**config.mk**
```make
export PLATFORM = sky130hd
export DESIGN_NAME = ip_full_arbiter
export DESIGN_NICKNAME = d
export VERILOG_FILES = /design/src/rtl/ip_full_arbiter.sv
export SDC_FILE = /design/constraint.sdc
export NUM_CORES = 1
export LEC_CHECK = 0
export ABC_AREA = 1
export BUFFER_PORTS_ARGS = -buffer_cell sky130_fd_sc_hd__buf_2
export CORE_MARGIN = 2
export CORE_UTILIZATION = 45
export DETAILED_ROUTE_END_ITERATION = 8
export PLACE_DENSITY = 0.77
export SYNTH_ARGS = -nofsm -noshare
export SYNTH_HDL_FRONTEND = slang
export SYNTH_SLANG_ARGS = --single-unit
```
**constraint.sdc**
```tcl
create_clock -name clk -period 1.6 [get_ports clk]
set_input_delay 0.08 -clock clk [delete_from_list [all_inputs] [get_ports clk]]
set_output_delay 0.08 -clock clk [all_outputs]
set_load 0.1 [all_outputs]
```
**src/rtl/ip_full_arbiter.sv**
```systemverilog
// Round-robin arbiter/sequencer sharing one ip_full datapath between two requesters.
// Optional watchdog on the WAIT state: define IP_FULL_ARB_TIMEOUT_EN.
module ip_full_arbiter #(
    parameter int A_W     = 8,
    parameter int B_W     = 4,
    parameter int TIMEOUT = 15
) (
    input  logic           clk,
    input  logic           rst_n,
    input  logic           req0_valid,
    output logic           req0_ready,
    input  logic [A_W-1:0] req0_a,
    input  logic [B_W-1:0] req0_b,
    input  logic           req1_valid,
    output logic           req1_ready,
    input  logic [A_W-1:0] req1_a,
    input  logic [B_W-1:0] req1_b,
    output logic           rsp_valid,
    input  logic           rsp_ready,
    output logic           rsp_id,
    output logic [A_W-1:0] rsp_a,
    output logic [B_W-1:0] rsp_b,
    output logic           rsp_err,
    output logic [A_W-1:0] ip_din_a,
    output logic [B_W-1:0] ip_din_b,
    input  logic [A_W-1:0] ip_dout_a,
    input  logic [B_W-1:0] ip_dout_b,
    input  logic           ip_ready
);

    typedef enum logic [1:0] {
        S_IDLE,
        S_ISSUE,
        S_WAIT,
        S_RESP
    } state_t;

    state_t state;
    logic   last_grant;
    logic   grant;
    logic   any_valid;
    logic   accept;

    if (TIMEOUT < 1 || TIMEOUT > 255) begin : g_bad_timeout
        $error("TIMEOUT out of range 1..255");
    end

    // On a tie the requester that did not win last time goes first.
    always_comb begin
        any_valid = req0_valid | req1_valid;
        grant     = (req0_valid && req1_valid) ? ~last_grant : req1_valid;
        accept    = (state == S_IDLE) && any_valid;
    end

    assign req0_ready = accept && !grant;
    assign req1_ready = accept && grant;

`ifdef IP_FULL_ARB_TIMEOUT_EN
    localparam logic [7:0] TO_LIM = 8'(TIMEOUT);
    logic [7:0] wait_cnt;
`else
    assign rsp_err = 1'b0;
`endif

    always_ff @(posedge clk or negedge rst_n) begin
        if (!rst_n) begin
            state      <= S_IDLE;
            last_grant <= 1'b1;
            ip_din_a   <= '0;
            ip_din_b   <= '0;
            rsp_valid  <= 1'b0;
            rsp_a      <= '0;
            rsp_b      <= '0;
            rsp_id     <= 1'b0;
`ifdef IP_FULL_ARB_TIMEOUT_EN
            wait_cnt   <= '0;
            rsp_err    <= 1'b0;
`endif
        end else begin
            unique case (state)
                S_IDLE: begin
                    if (any_valid) begin
                        ip_din_a   <= grant ? req1_a : req0_a;
                        ip_din_b   <= grant ? req1_b : req0_b;
                        rsp_id     <= grant;
                        last_grant <= grant;
                        state      <= S_ISSUE;
                    end
                end
                S_ISSUE: begin
`ifdef IP_FULL_ARB_TIMEOUT_EN
                    wait_cnt <= '0;
`endif
                    state    <= S_WAIT;
                end
                S_WAIT: begin
                    if (ip_ready) begin
                        rsp_a     <= ip_dout_a;
                        rsp_b     <= ip_dout_b;
                        rsp_valid <= 1'b1;
                        state     <= S_RESP;
`ifdef IP_FULL_ARB_TIMEOUT_EN
                        rsp_err   <= 1'b0;
                    end else if (wait_cnt >= TO_LIM) begin
                        rsp_a     <= '0;
                        rsp_b     <= '0;
                        rsp_err   <= 1'b1;
                        rsp_valid <= 1'b1;
                        state     <= S_RESP;
                    end else if (wait_cnt != 8'hFF) begin
                        wait_cnt  <= wait_cnt + 8'd1;
`endif
                    end
                end
                S_RESP: begin
                    if (rsp_ready) begin
                        rsp_valid <= 1'b0;
                        state     <= S_IDLE;
                    end
                end
                default: state <= S_IDLE;
            endcase
        end
    end

endmodule

```
==> reports/qor.yml <==
status:
  status: "complete, no violations"
routing:
  vias_per_cell: 4.51
  drt_drc_violations_left: 0
  initialDrtViolationCount: 133
  drt-pass1-iter-count: 4
  final_antenna_net_count: 0
  wl_um: 3570
  detail_route.wl_per_cell_um: 11.1
  route.vias.total: 1453
floorplan:
  dieArea_mm2: 0.00368
  start_util: 0.474
  ios: 71
  design.core.area_mm2: 0.00305
  die_y_um: 60.7
  fp-row-count: 20
  floorplan.die.width_um: 60.7
synthesis:
  syn-num-nets: 232
  ys.warnings.count: 0
  synth_cells: 187
  netlist.area_leader.share: 0.484
  edff_count_synth: 0
  post_synth_top_cells: "nand2_1 (91), dfrtp_1 (28), inv_1 (22)"
  synth_top_flop_cell: "dfrtp_1"
  synth.yosys.seq_area_share: 0.503
  yosys_register_bits: 29
  yosysMostFrequentCell: "nand2_1"
  dominant_cell_type_by_area_after_synthesis: "dfrtp_1"
  combined_area_of_all_synthesized_cells_mm2: 0.00145
  synthTopCellsByArea: "dfrtp_1 (48%), nand2_1 (24%), nand3b_1 (6.2%), inv_1 (5.7%), nand3_1 (4.8%)"
  synth.lib_cells_used.distinct: 17
  syn-mean-instance-area_um2: 7.73
  ys_async_sr_fraction: 1.00
critical_path:
  crit_type: "reg2out"
  critical_path_required_ps: 1520
  rr_startpoint: "state[0]$_DFFE_PN0P_"
  ff_to_ff_path_depth: 8
  ff2ff_setup_slack_ps: 260
  critical_path_arrival_ps: 1480
  cp_max_fo: 3
  crit_path_start_kind: "flop"
  regToRegEndpoint: "ip_din_a[5]$_DFFE_PN0N_"
  critical_path.endpoint_type: "primary output"
worst_hold_path:
  min_delay_worst_endpoint: "ip_din_b[1]$_DFFE_PN0N_"
  timing.hold.worst.class: "in2reg"
  worstHoldStart: "req0_b[1]"
  holdPathStages: 5
global_routing:
  pin_count_of_the_biggest_net_entering_global_routing: 30
  grt_antenna_before_repair: 0
  grt_remaining_overflow: 0
  number_of_global_route_vias_before_repair: 1390
  wire_length_of_the_first_global_routing_pass_um: 5930
  grt_util_all_layers: 0.219
clock_tree:
  cts.path.max_buffers: 2
  clkSlewWorstSetupHoldPaths_ps: 90
  worst_skew_pair.late_latency_ps: 330
  cts_tree: "built"
  h_tree_depth: 2
  cts.sinks: 29
  cts_inserted_buffers: 5
  clk_root_buffer_cell: "clkbuf_4"
timing:
  timing.slew.headroom: 0.573
  setup_tns_ps: 0
  finalCriticalPeriod_ps: 1560
  report.final.setup_viol: 0
  unrepaired_setup_endpoints_after_global_routing: "yes"
  clock_skews_ps: 5.47
  fmaxAchievable_mhz: 642
  timing_worst_slew_pin_value_ps: 640
  hold_viol: 0
  crit_share_post_route: 0.973
  finalMaxSlewViolations: 0
place:
  hpwlAfterDp_um: 2410
  buffer_ports.inserted: 69
  gp_congestion: 0.772
final_layout:
  design.final.nets: 322
  fraction_of_layout_cells_with_a_size_suffix_above_1: 0.345
  areaGrowthSynthToFinish_pct: 46.7
  antenna_cells: 0
run:
  cap_violations: 0
## through the flow
stage                     utilization  instances  instance area, um^2  worst slack (ps)  hold slack, ps
final                           0.695        322                 2120              42.7            41.2
after global routing            0.695        322                 2120             -35.1            77.6
after CTS                       0.691        321                 2110              3.58            27.0
after floorplan                     -        187                 1460              9.05            -216
after global placement          0.612        296                 1870               257             139
after detailed placement        0.612        296                 1870               214             144
## flip-flops by register name, summed over array words and instances, names as in the netlist
name,cells
ip_din_a,8
ip_din_b,4
last_grant,1
rsp_a,8
rsp_b,4
rsp_id,1
rsp_valid,1
state,2
## layer usage
| metal | global-route usage | vias up | share of wire |
|---|---|---|---|
| li1 | - | 742 | - |
| met1 | 0.271 | 642 | 0.45 |
| met2 | 0.367 | 63 | 0.45 |
| met3 | 0.0682 | 6 | 0.088 |
| met4 | 0.0652 | 0 | 0.011 |
| met5 | 0 | - | 0 |
## cell usage in the layout (no fill, tap or decap), drive strengths merged
cell type and instances:
clkinv 1, buf 78, dfrtp 28, nand4 2, dlygate4sd3 13, conb 1
inv 23, clkbuf 7, ha 3, nand3 14, nand2 91, dfstp 1
nand3b 12, nor2 4
## layout make-up
class	instances	area [um^2]
clock buffer	7	65.1
clock inverter	1	5.00
tap	44	55.1
inverter	23	91.3
sequential	29	727
timing repair buffer	91	573
fill	268	931
multi-input combinational	127	606
## worst max-delay path, stage by stage, from the launching register on
cell     delay (ps)
dfrtp_1         400
inv_2            60
ha_2            170
inv_2            70
nor2_4          130
inv_6            50
nor2_4           90
buf_12          180
## how the worst max path moves through the flow
| stage | slack, ps | endpoint | start | depth (start not counted) |
|---|---|---|---|---|
| final | 40 | req0_ready | state[0]$_DFFE_PN0P_ | 7 |
| after global routing | -40 | req0_ready | state[1]$_DFFE_PN0P_ | 7 |
| after CTS | 4 | req0_ready | last_grant$_DFFE_PN1N_ | 5 |
| after detailed placement | 210 | req0_ready | state[1]$_DFFE_PN0P_ | 7 |
| after global placement | 260 | req0_ready | state[0]$_DFFE_PN0P_ | 7 |
| after floorplan | 9 | req0_ready | state[0]$_DFFE_PN0P_ | 7 |
## logic make-up after synthesis
logic type | synth area share
simple gates | 0.373
fa+ha+maj | 0.0260
buf+inv | 0.0960
flops | 0.503
other cells | 0.00259
## timing repair
action,CTS,global route
gates cloned,0,0
hold buffers,13,0
setup endpoints to repair,1,1
endpoints found under the hold margin,40,0
pin swaps,1,0
buffers inserted,4,1
gates resized for setup,5,2
Power is not shown: default switching activity piles up to over one toggle a cycle in this logic, so the estimate is an artifact.
